## src/rtl/truth_table_sequencer_pkg.sv

```systemverilog
`default_nettype none
// ============================================================================
//  Module      : truth_table_sequencer_pkg
//  Description : Shared types and constants for the truth-table sequencer.
//                Provides the sequencer state encoding, the default input
//                count and derived vector count, and the settle-counter width.
//  Revision    : 1.0 - initial release
// ============================================================================
package truth_table_sequencer_pkg;

    typedef enum logic [1:0] {
        S_IDLE   = 2'd0,
        S_DRIVE  = 2'd1,
        S_FINISH = 2'd2
    } state_e;

    localparam int N_IN_DEF = 4;
    localparam int N_VEC    = 1 << N_IN_DEF;

    // Settle counter holds SETTLE-1, and SETTLE is at most 255.
    localparam int CNT_W    = 8;

    // Number of input combinations for an n-input block.
    function automatic int n_vec(input int n);
        return 1 << n;
    endfunction

endpackage
`default_nettype wire

```

## src/rtl/truth_table_sequencer_tt_compare.sv

```systemverilog
`default_nettype none
// ============================================================================
//  Module      : tt_compare
//  Description : Combinational comparison of a captured truth table against
//                a golden word: mismatch count and lowest mismatching index.
//  Ports       : table_i      captured truth table
//                expected_i   golden truth table
//                pass_o       1 when the tables are identical
//                err_count_o  number of mismatching bits
//                fail_idx_o   lowest mismatching index, 0 when none
//  Revision    : 1.0 - initial release
// ============================================================================
module tt_compare #(
    parameter int N_IN = 4
) (
    input  logic [(1<<N_IN)-1:0] table_i,
    input  logic [(1<<N_IN)-1:0] expected_i,
    output logic                 pass_o,
    output logic [N_IN:0]        err_count_o,
    output logic [N_IN-1:0]      fail_idx_o
);

    localparam int NV = 1 << N_IN;

    logic [NV-1:0] w_diff;

    assign w_diff = table_i ^ expected_i;
    assign pass_o = ~|w_diff;

    // Scan from the top down so the last hit written is the lowest index.
    always_comb begin
        err_count_o = '0;
        fail_idx_o  = '0;
        for (int i = NV - 1; i >= 0; i--) begin
            if (w_diff[i]) begin
                err_count_o = err_count_o + (N_IN+1)'(1);
                fail_idx_o  = N_IN'(i);
            end
        end
    end

endmodule
`default_nettype wire

```

## src/rtl/truth_table_sequencer.sv

```systemverilog
`default_nettype none
// ============================================================================
//  Module      : truth_table_sequencer
//  Description : Exhaustive-stimulus controller for a small combinational
//                block. Walks VEC through every input combination, holds each
//                for SETTLE cycles, captures G into a truth table and compares
//                it against a golden word at the end of the run.
//  Ports       : clk_i        rising-edge clock
//                rst_ni       asynchronous active-low reset
//                start_i      begin a run (honoured only in IDLE)
//                abort_i      cancel a run in progress, no DONE
//                expected_i   golden truth table, sampled in the DONE cycle
//                g_i          output of the block under test
//                vec_o        drive to block inputs {A,B,C,D}
//                busy_o       run in progress (through the DONE cycle)
//                done_o       one-cycle end-of-run pulse
//                table_o      captured truth table
//                pass_o       table_o == expected_i
//                err_count_o  number of mismatching bits
//                fail_idx_o   lowest mismatching index, 0 on pass
//  Revision    : 1.0 - initial release
// ============================================================================
module truth_table_sequencer
    import truth_table_sequencer_pkg::*;
#(
    parameter int N_IN   = N_IN_DEF,
    parameter int SETTLE = 2
) (
    input  logic                 clk_i,
    input  logic                 rst_ni,
    input  logic                 start_i,
    input  logic                 abort_i,
    input  logic [(1<<N_IN)-1:0] expected_i,
    input  logic                 g_i,
    output logic [N_IN-1:0]      vec_o,
    output logic                 busy_o,
    output logic                 done_o,
    output logic [(1<<N_IN)-1:0] table_o,
    output logic                 pass_o,
    output logic [N_IN:0]        err_count_o,
    output logic [N_IN-1:0]      fail_idx_o
);

    localparam int                NV       = (N_IN == N_IN_DEF) ? N_VEC : n_vec(N_IN);
    localparam logic [CNT_W-1:0]  C_RELOAD = CNT_W'(SETTLE - 1);
    localparam logic [N_IN-1:0]   C_LAST   = N_IN'(NV - 1);

    state_e           state_q;
    logic [CNT_W-1:0] cnt_q;
    logic [N_IN-1:0]  vec_q;
    logic             busy_q;
    logic             done_q;
    logic [NV-1:0]    table_q;
    logic             pass_q;
    logic [N_IN:0]    err_q;
    logic [N_IN-1:0]  fidx_q;

    logic             w_pass;
    logic [N_IN:0]    w_err;
    logic [N_IN-1:0]  w_fidx;

    tt_compare #(
        .N_IN (N_IN)
    ) u_cmp (
        .table_i     (table_q),
        .expected_i  (expected_i),
        .pass_o      (w_pass),
        .err_count_o (w_err),
        .fail_idx_o  (w_fidx)
    );

    always_ff @(posedge clk_i or negedge rst_ni) begin
        if (!rst_ni) begin
            state_q <= S_IDLE;
            cnt_q   <= '0;
            vec_q   <= '0;
            busy_q  <= 1'b0;
            done_q  <= 1'b0;
            table_q <= '0;
            pass_q  <= 1'b0;
            err_q   <= '0;
            fidx_q  <= '0;
        end else begin
            done_q <= 1'b0;
            if (abort_i && (state_q != S_IDLE)) begin
                // Partial table is kept for inspection after an abort.
                state_q <= S_IDLE;
                vec_q   <= '0;
                busy_q  <= 1'b0;
            end else begin
                case (state_q)
                    S_IDLE: begin
                        vec_q <= '0;
                        if (start_i && !abort_i) begin
                            state_q <= S_DRIVE;
                            cnt_q   <= C_RELOAD;
                            busy_q  <= 1'b1;
                            table_q <= '0;
                            pass_q  <= 1'b0;
                            err_q   <= '0;
                            fidx_q  <= '0;
                        end
                    end
                    S_DRIVE: begin
                        if (cnt_q == '0) begin
                            table_q[vec_q] <= g_i;
                            if (vec_q == C_LAST) begin
                                state_q <= S_FINISH;
                                vec_q   <= '0;
                                done_q  <= 1'b1;
                            end else begin
                                vec_q <= vec_q + N_IN'(1);
                                cnt_q <= C_RELOAD;
                            end
                        end else begin
                            cnt_q <= cnt_q - CNT_W'(1);
                        end
                    end
                    S_FINISH: begin
                        // table_q now includes the final sample.
                        pass_q  <= w_pass;
                        err_q   <= w_err;
                        fidx_q  <= w_fidx;
                        state_q <= S_IDLE;
                        busy_q  <= 1'b0;
                    end
                    default: begin
                        state_q <= S_IDLE;
                        busy_q  <= 1'b0;
                        vec_q   <= '0;
                    end
                endcase
            end
        end
    end

    assign vec_o       = vec_q;
    assign busy_o      = busy_q;
    assign done_o      = done_q;
    assign table_o     = table_q;
    assign pass_o      = pass_q;
    assign err_count_o = err_q;
    assign fail_idx_o  = fidx_q;

endmodule
`default_nettype wire

```

## config.mk

```make
export PLATFORM = sky130hd
export DESIGN_NAME = truth_table_sequencer
export DESIGN_NICKNAME = d
export VERILOG_FILES = /design/src/rtl/truth_table_sequencer_pkg.sv /design/src/rtl/truth_table_sequencer_tt_compare.sv /design/src/rtl/truth_table_sequencer.sv
export SDC_FILE = /design/constraint.sdc
export NUM_CORES = 1
export LEC_CHECK = 0
export BUFFER_PORTS_ARGS = -buffer_cell sky130_fd_sc_hd__buf_2
export CAP_MARGIN = 20
export CORE_UTILIZATION = 30
export DETAILED_ROUTE_END_ITERATION = 16
export HOLD_SLACK_MARGIN = 0.03
export PLACE_DENSITY = 0.51
export SYNTH_ARGS = -nofsm -noshare
export SYNTH_HDL_FRONTEND = slang
export SYNTH_SLANG_ARGS = --single-unit
```

## constraint.sdc

```tcl
create_clock -name clk_i -period 24.7 [get_ports clk_i]
set_clock_uncertainty 0.2 [all_clocks]
set_input_delay 4.94 -clock clk_i [delete_from_list [all_inputs] [get_ports clk_i]]
set_output_delay 4.94 -clock clk_i [all_outputs]
set_load 0.02 [all_outputs]
```

## Word level (Yosys, flattened, before mapping)

Index checks and enable logic that the tools add are counted.

| storage, ports and cells | value |
|---|---|
| flip-flop bits (word level) | 42 |
| logic and storage cells | 122 |
| input port bits | 21 |
| output and inout port bits | 32 |

| operators by class | value |
|---|---|
| bitwise operators | 2 |
| muxes and demuxes | 64 |
| magnitude comparators | 2 |
| equal/unequal tests | 11 |
| reductions and logical operators | 17 |
| add/sub/neg operators | 17 |

Operators with widths:

| kind | number |
|---|---|
| $mux W4 | 20 |
| $mux W5 | 16 |
| $add A5 B1 Y5 const B | 14 |
| $mux W16 | 2 |
| $pmux W16 S2 | 1 |
| $mux W8 | 3 |
| $bwmux W16 | 1 |
| $pmux W4 S2 | 2 |
| $pmux W8 S2 | 1 |
| $reduce_or A16 Y1 | 1 |
| $xor A16 B16 Y16 | 1 |
| $ne A3 B3 Y1 const B | 4 |
| $pmux W5 S2 | 1 |
| $mux W1 | 9 |
| $logic_not A8 Y1 | 1 |
| $mux W2 | 4 |
| $ne A2 B2 Y1 const B | 4 |
| $reduce_and A4 Y1 | 2 |
| $sub A8 B1 Y8 const B | 1 |
| $reduce_and A3 Y1 | 2 |
| $reduce_bool A2 Y1 | 3 |
| $lt A4 B5 Y1 const B | 1 |
| $add A4 B1 Y4 const B | 1 |
| $demux W1 S4 | 1 |
| 12 further kinds | 17 |

## Logic depth before layout (Yosys ltp)

Gate-level depths: netlist of run 1.

| depth | value |
|---|---|
| word-level depth | 33 |
| mapped depth | 42 |

## Cells and area by module

Synthesis of run 1 repeated with hierarchy kept, for this count alone.

| unflattened totals | value |
|---|---|
| cell total of the unflattened synthesis | 515 |
| area total of the unflattened synthesis | 4438.0 um^2 |

Modules (own cells, without submodules):

| module | sequential area each (um^2) | cells each | times used | area each (um^2) |
|---|---|---|---|---|
| tt_compare | 0.0 | 292 | 1 | 2255.9 |
| truth_table_sequencer | 1051.0 | 223 | 1 | 2182.1 |

## Least setup slack after synthesis of run 1

No wires, ideal clock.

| timing path | value |
|---|---|
| path type | input to register |
| start | in expected_i[15] |
| end | reg err_q[4], in the netlist err_count_o[4] |
| arrival | 12.594 ns |
| path slack | 11.784 ns |
| stages | 39 |
| path buffers | 1 |
| library setup time | 0.122 ns |
| path through | xor2_1 -> ha_1 -> buf_6 -> xor3_2 -> inv_1 -> ha_1 -> nand2b_1 -> a32oi_1 -> xnor2_1 -> nand2_1 -> o21ai_0 -> ha_1 -> a21oi_1 -> nand2_1 -> nand2_1 -> o221a_2 -> ha_1 -> a21oi_1 -> [3 not listed] -> a21oi_1 -> ha_1 -> o221ai_1 -> xor2_2 -> o21ai_0 -> or3b_4 -> ha_1 -> xnor2_1 -> o31ai_1 -> a31o_1 -> ha_1 -> nand2_1 -> maj3_1 -> o2bb2ai_1 -> o21ai_1 -> a21o_1 -> a21o_1 -> a32o_1 |

| on the way | value |
|---|---|
| cells in the longest elaborated chain, start to end | 33 |

RTL lines:

| what | RTL line | text |
|---|---|---|
| start: declaration | truth_table_sequencer.sv:33 | `input logic [(1<<N_IN)-1:0] expected_i,` |
| $xor A16 B16 Y16 (*) | truth_table_sequencer_tt_compare.sv:27 | `assign w_diff = table_i ^ expected_i;` |
| $mux W1 (*) | truth_table_sequencer_tt_compare.sv:35 | `if (w_diff[i]) begin` |
| $add A1 B1 Y2 | truth_table_sequencer_tt_compare.sv:36 | `err_count_o = err_count_o + (N_IN+1)'(1);` |
| $mux W5 (*) | truth_table_sequencer_tt_compare.sv:35 |  |
| $add A5 B1 Y5 | truth_table_sequencer_tt_compare.sv:36 |  |
| $mux W5 (*) | truth_table_sequencer_tt_compare.sv:35 |  |
| $add A5 B1 Y5 | truth_table_sequencer_tt_compare.sv:36 |  |
| $mux W5 (*) | truth_table_sequencer_tt_compare.sv:35 |  |
| [17 not listed] | -- |  |
| $mux W5 (*) | truth_table_sequencer_tt_compare.sv:35 |  |
| $add A5 B1 Y5 | truth_table_sequencer_tt_compare.sv:36 |  |
| $mux W5 (*) | truth_table_sequencer_tt_compare.sv:35 |  |
| $add A5 B1 Y5 | truth_table_sequencer_tt_compare.sv:36 |  |
| $mux W5 (*) | truth_table_sequencer_tt_compare.sv:35 |  |
| $add A5 B1 Y5 | truth_table_sequencer_tt_compare.sv:36 |  |
| $mux W5 (*) | truth_table_sequencer_tt_compare.sv:35 |  |
| $pmux W5 S2 (*) | truth_table_sequencer.sv:91 | `case (state_q)` |
| end signal: assignment | truth_table_sequencer.sv:122 | `err_q <= w_err;` |
| end: declaration | truth_table_sequencer.sv:55 | `logic [N_IN:0] err_q;` |

Mark *: on every way between the ends. The rest lies on a longest branch, timed or not.
A chain may end at the register's enable or synchronous reset.

## Worst setup path in the final report of run 1

Same ends and word-level chain as after synthesis.

==> results of run 1 <==
[worst reg2reg max path, delay by kind of cell, from the launching register on]
kind | cells | cell delay [ns]
xor+xnor | 6 | 1.65
flops | 1 | 0.43
buf+inv | 1 | 0.06
simple gates | 7 | 1.18
compound gates | 16 | 3.20
fa+ha+maj | 8 | 2.54
[report_power, final]
part | internal [mW] | switching, mW
Clock | 0.0365 | 0.0255
Combinational | 0.129 | 0.168
Sequential | 0.0739 | 0.00495
[cell families (layout without fill, tap and decap cells)]
family,after synthesis,count (layout),share of synthesized area [%]
AO/OA/AOI/OAI,173,173,26.3
XOR/XNOR,74,74,19.6
adder cells (fa/ha/maj),22,22,6.39
buffers and inverters,28,77,2.64
flip-flops,42,42,24.6
multiplexers,3,3,0.762
AND/OR/NAND/NOR,175,175,19.7
[placed cells by master, fill, tap and decap left out, drive strengths merged, types with 3 or more instances in the layout]
cell    instances
inv            16
o21ai          60
o31ai           8
nor3           13
and3            4
and2            7
ha             21
xor2           28
xnor3           5
a21oi          38
clkbuf          5
nor2           37
a211oi          3
a22o            8
nor2b           4
nor4            7
buf            54
a32oi           5
a21o            9
o41ai           4
nand3          24
dfrtp          42
nand2b          6
a31oi           5
nor3b           4
o211ai          6
or3             5
nand4           6
xnor2          39
nand2          52
[metal layers]
metal	share of wire, %	GRT usage (%)	up-vias
met5	0	0	-
met3	3.6	1.97	7
met1	48	23.3	1932
met2	48	28.1	67
li1	-	-	2010
met4	0.72	2.85	0
[stage by stage]
| step | setup WS, ns | utilization, % | total power, mW | instance area, um^2 | hold slack [ns] |
|---|---|---|---|---|---|
| 2_1_floorplan | 11.78 | - | 0.324 | 4270 | 0.263 |
| 3_3_place_gp | 11.17 | 34.0 | 0.371 | 4720 | 0.259 |
| 3_5_place_dp | 10.83 | 34.0 | 0.377 | 4720 | 0.265 |
| 4_1_cts | 11.08 | 35.0 | 0.441 | 4850 | 0.279 |
| 5_1_grt | 10.36 | 35.0 | 0.479 | 4850 | 0.302 |
| 6_report | 11.04 | 35.0 | 0.439 | 4850 | 0.275 |
[cells in the mapped netlist (all sizes together) (3+ instances only)]
library cell	instances	area (um^2)
a31oi	5	31.3
inv	16	60.1
xor2	28	279
clkbuf	11	41.3
nand2	52	195
nor4	7	43.8
a22o	8	70.1
nor2b	4	25.0
nor3b	4	30.0
a21oi	38	190
nand3	24	120
xnor3	5	115
nor2	37	139
nand2b	6	37.5
xnor2	39	394
nand4	6	37.5
o41ai	4	35.0
ha	21	263
nor3	13	65.1
a211oi	3	27.5
and3	4	25.0
a32oi	5	43.8
dfrtp	42	1050
a21o	9	67.6
or3	5	31.3
o211ai	6	45.0
o21ai	60	300
o31ai	8	60.1
and2	7	43.8
[flip-flops by register name, indices dropped and copies added (netlist names)]
register and flops:
table_o 16, cnt_q 8, err_count_o 5, fail_idx_o 4, vec_o 4, state_q 2
busy_o 1, done_o 1, pass_o 1
[cell type report]
cell class	instances	area share, %
timing repair buffer	54	5.67
clock buffer	5	2.58
clock inverter	2	0.206
multi-input combinational	447	64.0
tap	180	4.64
inverter	16	1.24
sequential	42	21.7
[path summary, 6_finish.rpt]
check,from,endpoint,slack [ns],cells after the start
worst max-delay path,expected_i[15],err_count_o[4],11.04,39
worst min-delay path,fail_idx_o[3],fail_idx_o[3],0.27,1
worst max register to register,table_o[15],err_count_o[4],15.35,38
worst min register to register,fail_idx_o[3],fail_idx_o[3],0.27,1
max in group asynchronous,rst_ni,cnt_q[0],19.08,1
min in group asynchronous,rst_ni,cnt_q[1],4.61,1
==> impl_metrics.py, run 1 <==
metrics = {
    "routing": {
        "drt-initial-drc-count": 382,
        "first_pass_iters": 5,
        "viasPerCell": 5.38,
        "routed_wl_um": 11900,
        "drtAntennaViolNets": 0,
        "wl_per_cell_um": 15.9,
        "drc": 0,
        "via_count": 4016,
    },
    "worst_setup_path": {
        "cp_slowest_stage_delay_ns": 0.51,
        "cp_data_required_time_ns": 24.68,
        "endpoint_kind": "flip-flop",
        "arrival_ns": 13.64,
        "cp-start-kind": "primary input",
        "worst_path_most_repeated_cell": "ha_1",
        "path_buf_inv": 2,
        "crit_type": "in -> reg",
        "worst_path_dominant_cell_family": "compound AO/OA/AOI/OAI gates",
        "cpMaxStageDelayCell": "xor3_2",
        "path_max_fanout": 7,
    },
    "floorplanning": {
        "start_util_pct": 30.8,
        "ioPinCount": 53,
        "die_h_um": 121,
        "die_area_um2": 14700,
        "die_x_um": 121,
        "core_area_um2": 13900,
        "rows": 43,
    },
    "timing": {
        "worst_slew_pin_slew_ns": 0.990,
        "drv_slew": 0,
        "setup_viol": 0,
        "rsz0062_at_grt": "no",
        "hold_viol_final": 0,
        "slew_headroom_pct": 33.6,
        "max_freq_ghz": 0.0732,
        "final.setup.tns_ns": 0,
        "final.min_clock_period_ns": 13.66,
        "fin_crit_sh_pct": 55.3,
    },
    "clock_tree": {
        "clk_path_buf_depth": 2,
        "cts_resized": 0,
        "post_cts_buffers": 0,
        "hold_buffers": 0,
        "tritoncts": "built",
        "cts-root-buf": "clkbuf_16",
        "cts_sinks": 42,
        "cts_buffers": 5,
        "clock_latency_ns": 0.29,
        "h-tree-depth": 2,
        "cts.clk_slew.worst_paths_ns": 0.06,
    },
    "grt": {
        "first_global_vias": 3915,
        "grt_pass1_wl_um": 19800,
        "grt-ovfl-total": 0,
        "track_usage_pct": 16.8,
        "antenna_found_initial": 0,
        "grt_max_degree": 43,
    },
    "cells_and_area": {
        "regArea_um2": 1050,
        "area_growth_pct": 13.7,
        "fin_cells": 746,
        "n_fill_cell": 1488,
        "n_antenna_cell": 0,
        "drive_above_1_share_pct": 14.3,
        "layout.nets": 608,
        "multi_input_area_um2": 3110,
    },
    "synthesis": {
        "netlist_area_um2": 4270,
        "seq_area_frac_synth_pct": 24.6,
        "synth_cell_types": 69,
        "syn-num-nets": 559,
        "yosys_warnings": 0,
        "avgSynthCellArea_um2": 8.26,
        "synth_edf_count": 0,
        "synth_cells": 517,
        "ys_ff_latch": 42,
        "ys.flop_type": "dfrtp_1",
        "async_reset_ff_share_pct": 100,
    },
    "placed_design": {
        "dpl.cell_count": 739,
        "port_buffers": 52,
        "dp_hpwl_um": 9380,
        "gp_congestion": 0.819,
    },
    "outcome": {
        "status": "complete, no violations",
    },
    "hold_path": {
        "hp-class": "reg -> reg",
    },
    "power_and_ir_drop": {
        "p_leak_nw": 2.11,
        "power.density_nw_per_um2": 90.4,
        "ir_drop_v": 0.0000351,
    },
    "flow_run": {
        "maxCapViolCount": 0,
    },
}
Note: power is estimated with default switching activity, not from simulation.
==> run 2, diff against run 1 <==
--- a/config.mk
+++ b/config.mk
@@ -10,7 +10,7 @@
 export CORE_UTILIZATION = 30
 export DETAILED_ROUTE_END_ITERATION = 16
 export HOLD_SLACK_MARGIN = 0.03
-export PLACE_DENSITY = 0.51
+export PLACE_DENSITY = 0.52
 export SYNTH_ARGS = -nofsm -noshare
 export SYNTH_HDL_FRONTEND = slang
 export SYNTH_SLANG_ARGS = --single-unit
==> constraint.sdc (replaced) <==
create_clock -name clk_i -period 11.5 [get_ports clk_i]
set_clock_uncertainty 0.2 [all_clocks]
set_input_delay 2.3 -clock clk_i [delete_from_list [all_inputs] [get_ports clk_i]]
set_output_delay 2.3 -clock clk_i [all_outputs]
set_load 0.02 [all_outputs]
==> run 2 against run 1 <==
Clock power increased to 2.5 times the previous value. Register-to-register slack got worse by 13 ns. Global-route usage decreased by 0.66 points. Non-clock buffer count unchanged. Critical path type unchanged. Highest routed layer unchanged.
==> impl_metrics.py, run 2 (synthesized netlist as in run 1, its figures left out) <==
metrics = {
    "outcome": {
        "status": "complete, no violations",
    },
    "worst_setup_path": {
        "worst_r2r_path_depth": 38,
        "worstReg2RegStart": "table_o[14]",
        "cp_data_required_time_ns": 11.47,
        "crit_type": "in -> reg",
        "cpMaxStageDelayCell": "xor3_2",
        "cp-start-kind": "primary input",
        "arrival_ns": 10.89,
        "worst_path_most_repeated_cell": "ha_1",
        "cp_slowest_stage_delay_ns": 0.50,
        "endpoint_kind": "flip-flop",
        "path_max_fanout": 7,
        "cp-startpoint": "expected_i[14]",
    },
    "clock_tree": {
        "cts_sinks": 42,
        "cts_resized": 0,
        "cts-root-buf": "clkbuf_16",
        "cts.clk_slew.worst_paths_ns": 0.06,
        "cts_buffers": 5,
        "post_cts_buffers": 0,
        "h-tree-depth": 2,
        "tritoncts": "built",
        "clk_path_buf_depth": 2,
        "clock_latency_ns": 0.28,
        "hold_buffers": 0,
    },
    "floorplanning": {
        "start_util_pct": 30.8,
        "die_h_um": 121,
        "ioPinCount": 53,
        "die_area_um2": 14700,
        "core_area_um2": 13900,
        "die_x_um": 121,
        "rows": 43,
    },
    "cells_and_area": {
        "n_fill_cell": 1467,
        "n_antenna_cell": 0,
        "area_growth_pct": 14.6,
        "drive_above_1_share_pct": 14.5,
        "layout.nets": 608,
        "stdcell_area_um2": 4890,
        "layout_commonest_cell": "o21ai_0",
        "final_util_pct": 35.3,
        "final_cell_mix": "57 x o21ai_0, 52 x nand2_1, 52 x buf_2",
        "largest_reg_flops": 16,
    },
    "routing": {
        "viasPerCell": 5.37,
        "via_count": 4015,
        "drtAntennaViolNets": 0,
        "drt-initial-drc-count": 200,
        "wl_per_cell_um": 15.7,
        "routed_wl_um": 11700,
        "drc": 0,
        "first_pass_iters": 5,
    },
    "grt": {
        "grt-ovfl-total": 0,
        "first_global_vias": 3819,
        "track_usage_pct": 16.1,
        "grt_max_degree": 43,
        "antenna_found_initial": 0,
        "grt_pass1_wl_um": 19200,
    },
    "placed_design": {
        "dp_hpwl_um": 9110,
        "port_buffers": 52,
        "placed_cell_area_um2": 4720,
        "gp_congestion": 0.830,
    },
    "timing": {
        "worst_slew_pin_slew_ns": 0.990,
        "fin_crit_sh_pct": 94.9,
        "slew_headroom_pct": 33.5,
        "final.setup.tns_ns": 0,
        "setup_viol": 0,
        "hold_viol_final": 0,
        "drv_slew": 0,
        "max_freq_ghz": 0.0916,
        "final.min_clock_period_ns": 10.92,
        "rsz0062_at_grt": "no",
        "whs_ns": 0.274,
    },
    "power_and_ir_drop": {
        "ir_drop_v": 0.0000883,
        "p_leak_nw": 2.12,
        "power.density_nw_per_um2": 197,
    },
    "hold_path": {
        "whs_path_depth": 1,
        "hp-class": "reg -> reg",
        "min-delay-start": "fail_idx_o[3]",
    },
    "flow_run": {
        "maxCapViolCount": 0,
    },
}
==> run 2: changes by cell type in the layout (fill, tap and decap cells not counted), sizes merged <==
cell / before / now
clkbuf: 5 / 7
bufinv: 0 / 1
clkinv: 2 / 0
==> run 2: per-layer routing <==
layer / GRT usage, % / wire length, um
met3: 2.49 / 509
met4: 3.32 / 141
met2: 26.7 / 5490
met5: 0 / 0
met1: 22.0 / 5570
==> run 2: worst paths after layout <==
path	endpoint	slack (ns)
setup / recovery	err_count_o[4]	0.58
hold / removal	fail_idx_o[3]	0.27
setup reg to reg	err_count_o[4]	2.27
hold reg to reg	fail_idx_o[3]	0.27
max in group asynchronous	table_o[7]	8.55
min in group asynchronous	cnt_q[1]	1.96
==> run 2: power by group <==
| group | internal, mW | switching (mW) |
|---|---|---|
| logic | 0.279 | 0.361 |
| registers | 0.159 | 0.0109 |
| clock network | 0.103 | 0.0537 |
==> run 2: final cells by class <==
type / count / area, um^2 / share of cell area, %
multi-input combinational: 447 / 3120 / 63.8
sequential: 42 / 1050 / 21.5
timing repair buffer: 54 / 275 / 5.62
tap: 180 / 225 / 4.60
clock buffer: 7 / 133 / 2.71
inverter: 16 / 60.1 / 1.23
clock inverter: 1 / 30.0 / 0.613
==> run 2: per-stage QoR <==
| stage | instances | setup slack, ns | power [mW] |
|---|---|---|---|
| 5_1_grt | 747 | 0.000581 | 1.06 |
| 6_report | 747 | 0.584 | 0.965 |
| 3_3_place_gp | 739 | 0.652 | 0.796 |
| 3_5_place_dp | 739 | 0.324 | 0.802 |
| 4_1_cts | 747 | 0.606 | 0.965 |
| 2_1_floorplan | 517 | 1.22 | 0.697 |
==> run 2: critical path, delay by kind of cell <==
kind	cells	cell delay, ns
AOI/OAI and AO/OA	16	3.15
adders and majority gates	8	2.54
xor gates and xnor gates	6	1.53
and+or+nand+nor	7	1.17
buffers and inverters	2	0.16
